--- config.mk ---
export PLATFORM = sky130hd
export DESIGN_NAME = user_wr_reg
export DESIGN_NICKNAME = d
export VERILOG_FILES = /design/src/rtl/user_wr_reg.sv
export SDC_FILE = /design/constraint.sdc
export NUM_CORES = 1
export LEC_CHECK = 0
export BUFFER_PORTS_ARGS = -buffer_cell sky130_fd_sc_hd__buf_2
export CAP_MARGIN = 40
export CORE_MARGIN = 10
export CORE_UTILIZATION = 42
export CTS_BUF_LIST = sky130_fd_sc_hd__clkbuf_2 sky130_fd_sc_hd__clkbuf_4 sky130_fd_sc_hd__clkbuf_8
export CTS_CLUSTER_SIZE = 8
export DETAILED_ROUTE_END_ITERATION = 8
export PLACE_DENSITY_LB_ADDON = 0.08
export REMOVE_ABC_BUFFERS = 1
export SLEW_MARGIN = 15
export SYNTH_ARGS = -nofsm -noshare
export SYNTH_HDL_FRONTEND = slang
export SYNTH_SLANG_ARGS = --single-unit
--- constraint.sdc ---
create_clock -name DRCK -period 1.5 [get_ports DRCK]
set_input_delay 0.3 -clock DRCK [delete_from_list [all_inputs] [get_ports DRCK]]
set_output_delay 0.3 -clock DRCK [all_outputs]
set_load 0.02 [all_outputs]
--- src/rtl/user_wr_reg.sv ---
// Write-side JTAG user data register: LSB-first serial shift-in with a shadowed parallel output and a commit strobe.
// Optional shift-length checking is enabled by defining USER_WR_LEN_CHK_EN.
module user_wr_reg #(
    parameter int               WIDTH   = 8,
    parameter logic [WIDTH-1:0] DEFAULT = '0
) (
    input  logic             DRCK,
    input  logic             RST,
    input  logic             SEL,
    input  logic             FSH,
    input  logic             TDI,
    input  logic             CAPTURE,
    input  logic             SHIFT,
    input  logic             UPDATE,
    output logic             TDO,
    output logic [WIDTH-1:0] PO,
    output logic             UPD_STRB,
    output logic             LEN_ERR
);

    localparam logic [0:0] IDLE  = 1'b0;
    localparam logic [0:0] ARMED = 1'b1;

    logic [0:0]       state;
    logic [WIDTH-1:0] sr;
    logic [WIDTH-1:0] po_q;
    logic             strb;
    logic             act;
    logic             do_cap;
    logic             do_shift;
    logic             do_upd;
    logic             len_ok;
    logic             commit;

    // CAPTURE outranks SHIFT, which outranks UPDATE; UPDATE only counts while ARMED.
    assign act      = SEL & FSH;
    assign do_cap   = act & CAPTURE;
    assign do_shift = act & ~CAPTURE & SHIFT;
    assign do_upd   = act & ~CAPTURE & ~SHIFT & UPDATE & (state == ARMED);
    assign commit   = do_upd & len_ok;

`ifdef USER_WR_LEN_CHK_EN
    localparam int            CW       = $clog2(WIDTH + 2);
    localparam logic [CW-1:0] CNT_MAX  = CW'(WIDTH + 1);
    localparam logic [CW-1:0] CNT_FULL = CW'(WIDTH);

    logic [CW-1:0] cnt;
    logic          len_err;

    // Saturating at WIDTH+1 keeps any over-length shift distinguishable from an exact one.
    always_ff @(posedge DRCK or posedge RST) begin
        if (RST) begin
            cnt <= '0;
        end else if (do_cap) begin
            cnt <= '0;
        end else if (do_shift && (cnt != CNT_MAX)) begin
            cnt <= cnt + 1'b1;
        end
    end

    always_ff @(posedge DRCK or posedge RST) begin
        if (RST) begin
            len_err <= 1'b0;
        end else if (do_cap) begin
            len_err <= 1'b0;
        end else if (do_upd && !len_ok) begin
            len_err <= 1'b1;
        end
    end

    assign len_ok  = (cnt == CNT_FULL);
    assign LEN_ERR = len_err;
`else
    assign len_ok  = 1'b1;
    assign LEN_ERR = 1'b0;
`endif

    always_ff @(posedge DRCK or posedge RST) begin
        if (RST) begin
            state <= IDLE;
        end else if (do_cap) begin
            state <= ARMED;
        end else if (do_upd) begin
            state <= IDLE;
        end
    end

    // Capture loads the committed word so it shifts back out for read-back.
    always_ff @(posedge DRCK or posedge RST) begin
        if (RST) begin
            sr <= '0;
        end else if (do_cap) begin
            sr <= po_q;
        end else if (do_shift) begin
            sr <= {TDI, sr[WIDTH-1:1]};
        end
    end

    always_ff @(posedge DRCK or posedge RST) begin
        if (RST) begin
            po_q <= DEFAULT;
        end else if (commit) begin
            po_q <= sr;
        end
    end

    // The strobe is a single-cycle pulse and drops even if the chain goes inactive.
    always_ff @(posedge DRCK or posedge RST) begin
        if (RST) begin
            strb <= 1'b0;
        end else begin
            strb <= commit;
        end
    end

    assign TDO      = act & sr[0];
    assign PO       = po_q;
    assign UPD_STRB = strb;

endmodule

==> out/metrics.csv, run 1 <==
metric,value,unit
outcome,finished clean,
Total Wirelength,1.643,mm
# H-tree levels,1,
endpoint class of the critical path,primary output,
clock buffer depth,2,
total power,0.9233,mW
CP arrival,1020,ps
top post-synthesis cells by area,"dfrtp_1 (59%), mux2_2 (12%), a22oi_1 (7.8%)",
Final Wtd Congestion,0.7117,
final setup TNS,0,ps
share of layout cells above drive strength 1,0.4302,
max_cap viols,0,
Num Clock Sinks,18,
Clock transition at path regs,100,ps
die height,62.77,um
HP Class,in2async,
Critical Path Fanout Max,3,
Layout Cells excl Fill,111,
Post-CTS Setup Inserts,0,
Final Hold Fails,0,
pwr dens,990.5,nW/um^2
fin crit share,0.8816,
hpwl dp,1.213,mm
Netlist cell types,16,
drt initial violations,18,
GRT overflow,0,
CP Launch Type,flop,
row count,15,
vias in the first global route,594,
crit path time final,1322,ps
Achievable Freq,756.2,MHz
final setup vio count,0,
Yosys top cell area share,0.5863,
CTS tree,done,
Placed Cells,107,
Gate Count Post-Synth,63,
vias per cell,5.063,
drt pass-1 iters,4,
total of warnings raised by yosys,0,
I/O Buffers,17,
first-pass GRT wire length,2.884,mm
core footprint,1727,um^2
register area,450.4,um^2
pre-CTS WS,6.396,ps
sequential area share after synthesis,0.5863,
worst vdd ir,557.7,uV
Syn Area/Cell,12.19,um^2
DIE WIDTH,62.77,um
total number of vias,562,
Antenna Nets Post-Route,0,
fin nets,95,
Ant. Diodes,0,
Final WS setup,177.6,ps
initial antenna violation count,0,
post-DR wirelength/cell,14.80,um
largest net degree at the start of global routing,19,
initial cell density of the core,0.4449,
Mapped Area,768.2,um^2
GRT Total Usage,0.08885,
Synth area leader,dfrtp_1,
root buf cell,clkbuf_4,
clock latency on the worst-skew pair,290,ps
worst path required time,1200,ps
Synth Register Bits,18,
Num CTS Buffers,3,
RSZ-0062 raised after global routing,no,
P&R area growth vs syn,21.34,%
# IOs,19,
die area,3940,um^2
fin. max-slew vios,0,
Leakage,0.4689,nW
clock skew,0.5892,ps
# DRC,0,
multi-input logic area,280.3,um^2
"Core Util, Final",0.5399,
Layout fillers,165,
post-cts sizing count,0,
critical path type,reg2out,
hold buffer count at CTS,0,
-- area by class of cell --
class                      instances  share of cell area
tap                               25             0.03356
timing repair buffer              23              0.1396
sequential                        18              0.4832
inverter                           1            0.004027
multi-input combinational         40              0.3007
clock buffer                       4             0.03893
-- where the power goes --
part | internal, mW | switching (mW) | leakage [nW]
clock network | 0.148 | 0.144 | 0.0210
registers | 0.511 | 0.0170 | 0.246
logic | 0.0433 | 0.0603 | 0.201
-- per-stage QoR --
| step | hold WS, ps | area (um^2) |
|---|---|---|
| 2_1_floorplan | 238.6 | 734.5 |
| 3_3_place_gp | 326.5 | 895.9 |
| 3_5_place_dp | 325.5 | 895.9 |
| 4_1_cts | 1.075 | 932.1 |
| 5_1_grt | 19.30 | 932.1 |
| 6_report | 7.013 | 932.1 |
-- logic make-up after synthesis --
kind of cell / synth area share
flip-flops: 0.5863
buffers and inverters: 0.04885
other: 0.004881
AO/OA/AOI/OAI: 0.1531
AND/OR/NAND/NOR: 0.08958
multiplexers: 0.1173
-- sequential cells by signal (all words and copies together) (netlist names) --
signal    count
PO            8
sr            8
UPD_STRB      1
state         1
-- worst paths after layout --
path	startpoint	end	slack, ps	cells past startpoint
min in group DRCK	TDI	sr[7]	310	3
hold / removal	RST	sr[0]	7	3
setup / recovery	sr[0]	TDO	180	2
hold reg to reg	state	state	520	1
max in group asynchronous	RST	PO[7]	1300	3
setup reg to reg	state	PO[7]	330	3
-- layout by cell type, fill, tap and decap left out, drive strengths merged --
| master | instances |
|---|---|
| nor3b | 1 |
| inv | 1 |
| a22oi | 8 |
| nand2 | 9 |
| a32o | 1 |
| o211ai | 1 |
| and3 | 1 |
| nand4b | 1 |
| clkbuf | 4 |
| nor2b | 1 |
| conb | 1 |
| o21ai | 8 |
| mux2 | 8 |
| dfrtp | 18 |
| buf | 23 |
-- worst max-delay path, stage by stage (launching register included) --
cell	delay, ps
dfrtp_1	410
and3_2	170
buf_2	150
-- layer usage --
metal  up-vias  wire (um)  part of all wire  global-route usage
met4         0          8            0.0049             0.03352
met3         2        142             0.086             0.04122
met2        17        650              0.40              0.1244
met5         -          0                 0                   0
met1       273        841              0.51              0.1148
li1        270          -                 -                   -
-- Yosys cell counts --
master,instances
o21ai_0,8
o211ai_1,1
buf_1,1
conb_1,1
and3_2,1
buf_4,1
a22oi_1,8
nand4b_1,1
buf_6,2
inv_1,1
nor2b_1,1
nand2_1,9
mux2_2,8
a32o_1,1
nor3b_2,1
dfrtp_1,18
Note: power is estimated with default switching activity, not from simulation.
==> inputs of run 2 (changes only) <==
--- a/config.mk
+++ b/config.mk
@@ -12,6 +12,7 @@
 export CTS_BUF_LIST = sky130_fd_sc_hd__clkbuf_2 sky130_fd_sc_hd__clkbuf_4 sky130_fd_sc_hd__clkbuf_8
 export CTS_CLUSTER_SIZE = 8
 export DETAILED_ROUTE_END_ITERATION = 8
+export HOLD_SLACK_MARGIN = 0.12
 export PLACE_DENSITY_LB_ADDON = 0.08
 export REMOVE_ABC_BUFFERS = 1
 export SLEW_MARGIN = 15
==> run 2 against run 1 <==
Net effect: critical path type unchanged; die area did not move; clock skew stayed put; clock-buffer cell count unchanged.
==> out/metrics.csv, run 2 (synthesis results as in run 1) <==
metric,value,unit,change
outcome,finished clean,,unchanged
first-pass GRT wire length,2.918,mm,was 2.884 mm
clock latency on the worst-skew pair,290,ps,about the same
Final WS setup,177.6,ps,about the same
CP Buf/Inv Count,1,,unchanged
row count,15,,unchanged
fin. max-slew vios,0,,unchanged
CTS tree,done,,unchanged
Pint,0.7034,mW,was 0.7017 mW
pre-CTS WS,6.396,ps,unchanged
total number of vias,566,,was 562
drt initial violations,15,,was 18
share of layout cells above drive strength 1,0.4253,,was 0.4302
Ant. Diodes,0,,unchanged
DIE WIDTH,62.77,um,unchanged
Leakage,0.4731,nW,was 0.4689 nW
# H-tree levels,1,,unchanged
endpoint class of the critical path,primary output,,unchanged
pwr dens,982.0,nW/um^2,was 990.5 nW/um^2
core footprint,1727,um^2,unchanged
Final Hold Fails,0,,unchanged
most frequent cells in the layout,"dfrtp_1 (18), buf_2 (17), nand2_1 (9)",,unchanged
Clock transition at path regs,100,ps,about the same
HP Class,in2reg,,was in2async
Clk pwr share,0.316,,about the same
# DRC,0,,unchanged
P&R area growth vs syn,22.64,%,was 21.34%
critical path type,reg2out,,unchanged
Final Wtd Congestion,0.7117,,unchanged
crit path cell chain,and3_2 > buf_2,,unchanged
largest net degree at the start of global routing,19,,unchanged
Num CTS Buffers,3,,unchanged
NetSw,0.2218,mW,was 0.2216 mW
clock buffer depth,2,,unchanged
final setup TNS,0,ps,unchanged
worst path required time,1200,ps,about the same
initial cell density of the core,0.4449,,unchanged
CP Launch Type,flop,,unchanged
worst vdd ir,558.0,uV,was 557.7 uV
cell area after layout,942.2,um^2,was 932.1 um^2
Hold WS,313.8,ps,was 7.013 ps
final setup vio count,0,,unchanged
vias per cell,5.054,,was 5.063
max_cap viols,0,,unchanged
CP arrival,1020,ps,about the same
"commonest non-fill, non-tap cell in the layout",dfrtp_1,,unchanged
Critical Path Fanout Max,3,,unchanged
GRT Total Usage,0.08995,,was 0.08885
"Core Util, Final",0.5457,,was 0.5399
RSZ-0062 raised after global routing,no,,unchanged
I/O Buffers,17,,unchanged
hpwl dp,1.213,mm,unchanged
Post-CTS Setup Inserts,0,,unchanged
combinational power share,0.114,,was 0.112
Reg power frac,0.570,,was 0.571
GRT overflow,0,,unchanged
initial antenna violation count,0,,unchanged
Antenna Nets Post-Route,0,,unchanged
fin nets,96,,was 95
root buf cell,clkbuf_4,,unchanged
die area,3940,um^2,unchanged
# IOs,19,,unchanged
drt pass-1 iters,4,,unchanged
Total Wirelength,1.650,mm,was 1.643 mm
Achievable Freq,756.2,MHz,about the same
CP max-delay cell,dfrtp_1,,unchanged
post-DR wirelength/cell,14.73,um,was 14.80 um
Top Family by Delay on Critical Path,flip-flops,,unchanged
crit path time final,1322,ps,about the same
die height,62.77,um,unchanged
max incr delay on CP,410,ps,about the same
dpl cell area,895.9,um^2,unchanged
clock skew,0.5892,ps,unchanged
Num Clock Sinks,18,,unchanged
switching share of power,0.2397,,was 0.2400
vias in the first global route,600,,was 594
fin crit share,0.8816,,about the same
-- run 2: cell types whose count changed in the layout (fill, tap and decap cells not counted), sizes merged --
cell         change
dlygate4sd3      +1
-- run 2: layout make-up --
type / count / area (um^2)
fill: 164 / 784.5
sequential: 18 / 450.4
multi-input combinational: 40 / 280.3
timing repair buffer: 24 / 140.1
clock buffer: 4 / 36.28
tap: 25 / 31.28
inverter: 1 / 3.754
-- run 2: worst register-to-register path, stage by stage, from the launching register on --
cell and delay, ps:
dfrtp_1 360, nor3b_2 200, buf_4 180, mux2_2 330
-- run 2: final timing paths --
check / cells after the start / start / slack [ps] / to
worst max-delay path: 2 / sr[0] / 180 / TDO
worst min-delay path: 3 / TDI / 310 / sr[7]
worst max register to register: 3 / state / 330 / PO[7]
worst min register to register: 1 / state / 520 / state
max in group asynchronous: 4 / RST / 750 / PO[7]
min in group asynchronous: 4 / RST / 560 / sr[0]
-- run 2: timing repair --
item	4_1_cts	5_1_grt
hold buffers	1	0
hold endpoints to repair	18	0
resized for setup	0	0
setup endpoints to repair	0	0
-- run 2: through the flow --
stage / instances / total power [mW]
final: 112 / 0.9252
after floorplan: 59 / 0.5909
after global routing: 112 / 0.9848
after global placement: 107 / 0.6425
after CTS: 112 / 0.9457
after detailed placement: 107 / 0.6433
-- run 2: metal layers --
metal	track usage	up-vias	wire [um]
li1	-	272	-
met1	0.1169	275	856
met2	0.1269	17	655
met3	0.03943	2	130
met4	0.03352	0	8
met5	0	-	0
-- run 2: power by group through the flow --
stage          registers [mW]  logic, mW  clock network, mW
4_1_cts                 0.528      0.108              0.310
2_1_floorplan           0.545     0.0457                  0
3_5_place_dp            0.538      0.106                  0
6_report                0.528      0.106              0.292
5_1_grt                 0.532      0.119              0.334
3_3_place_gp            0.537      0.106                  0
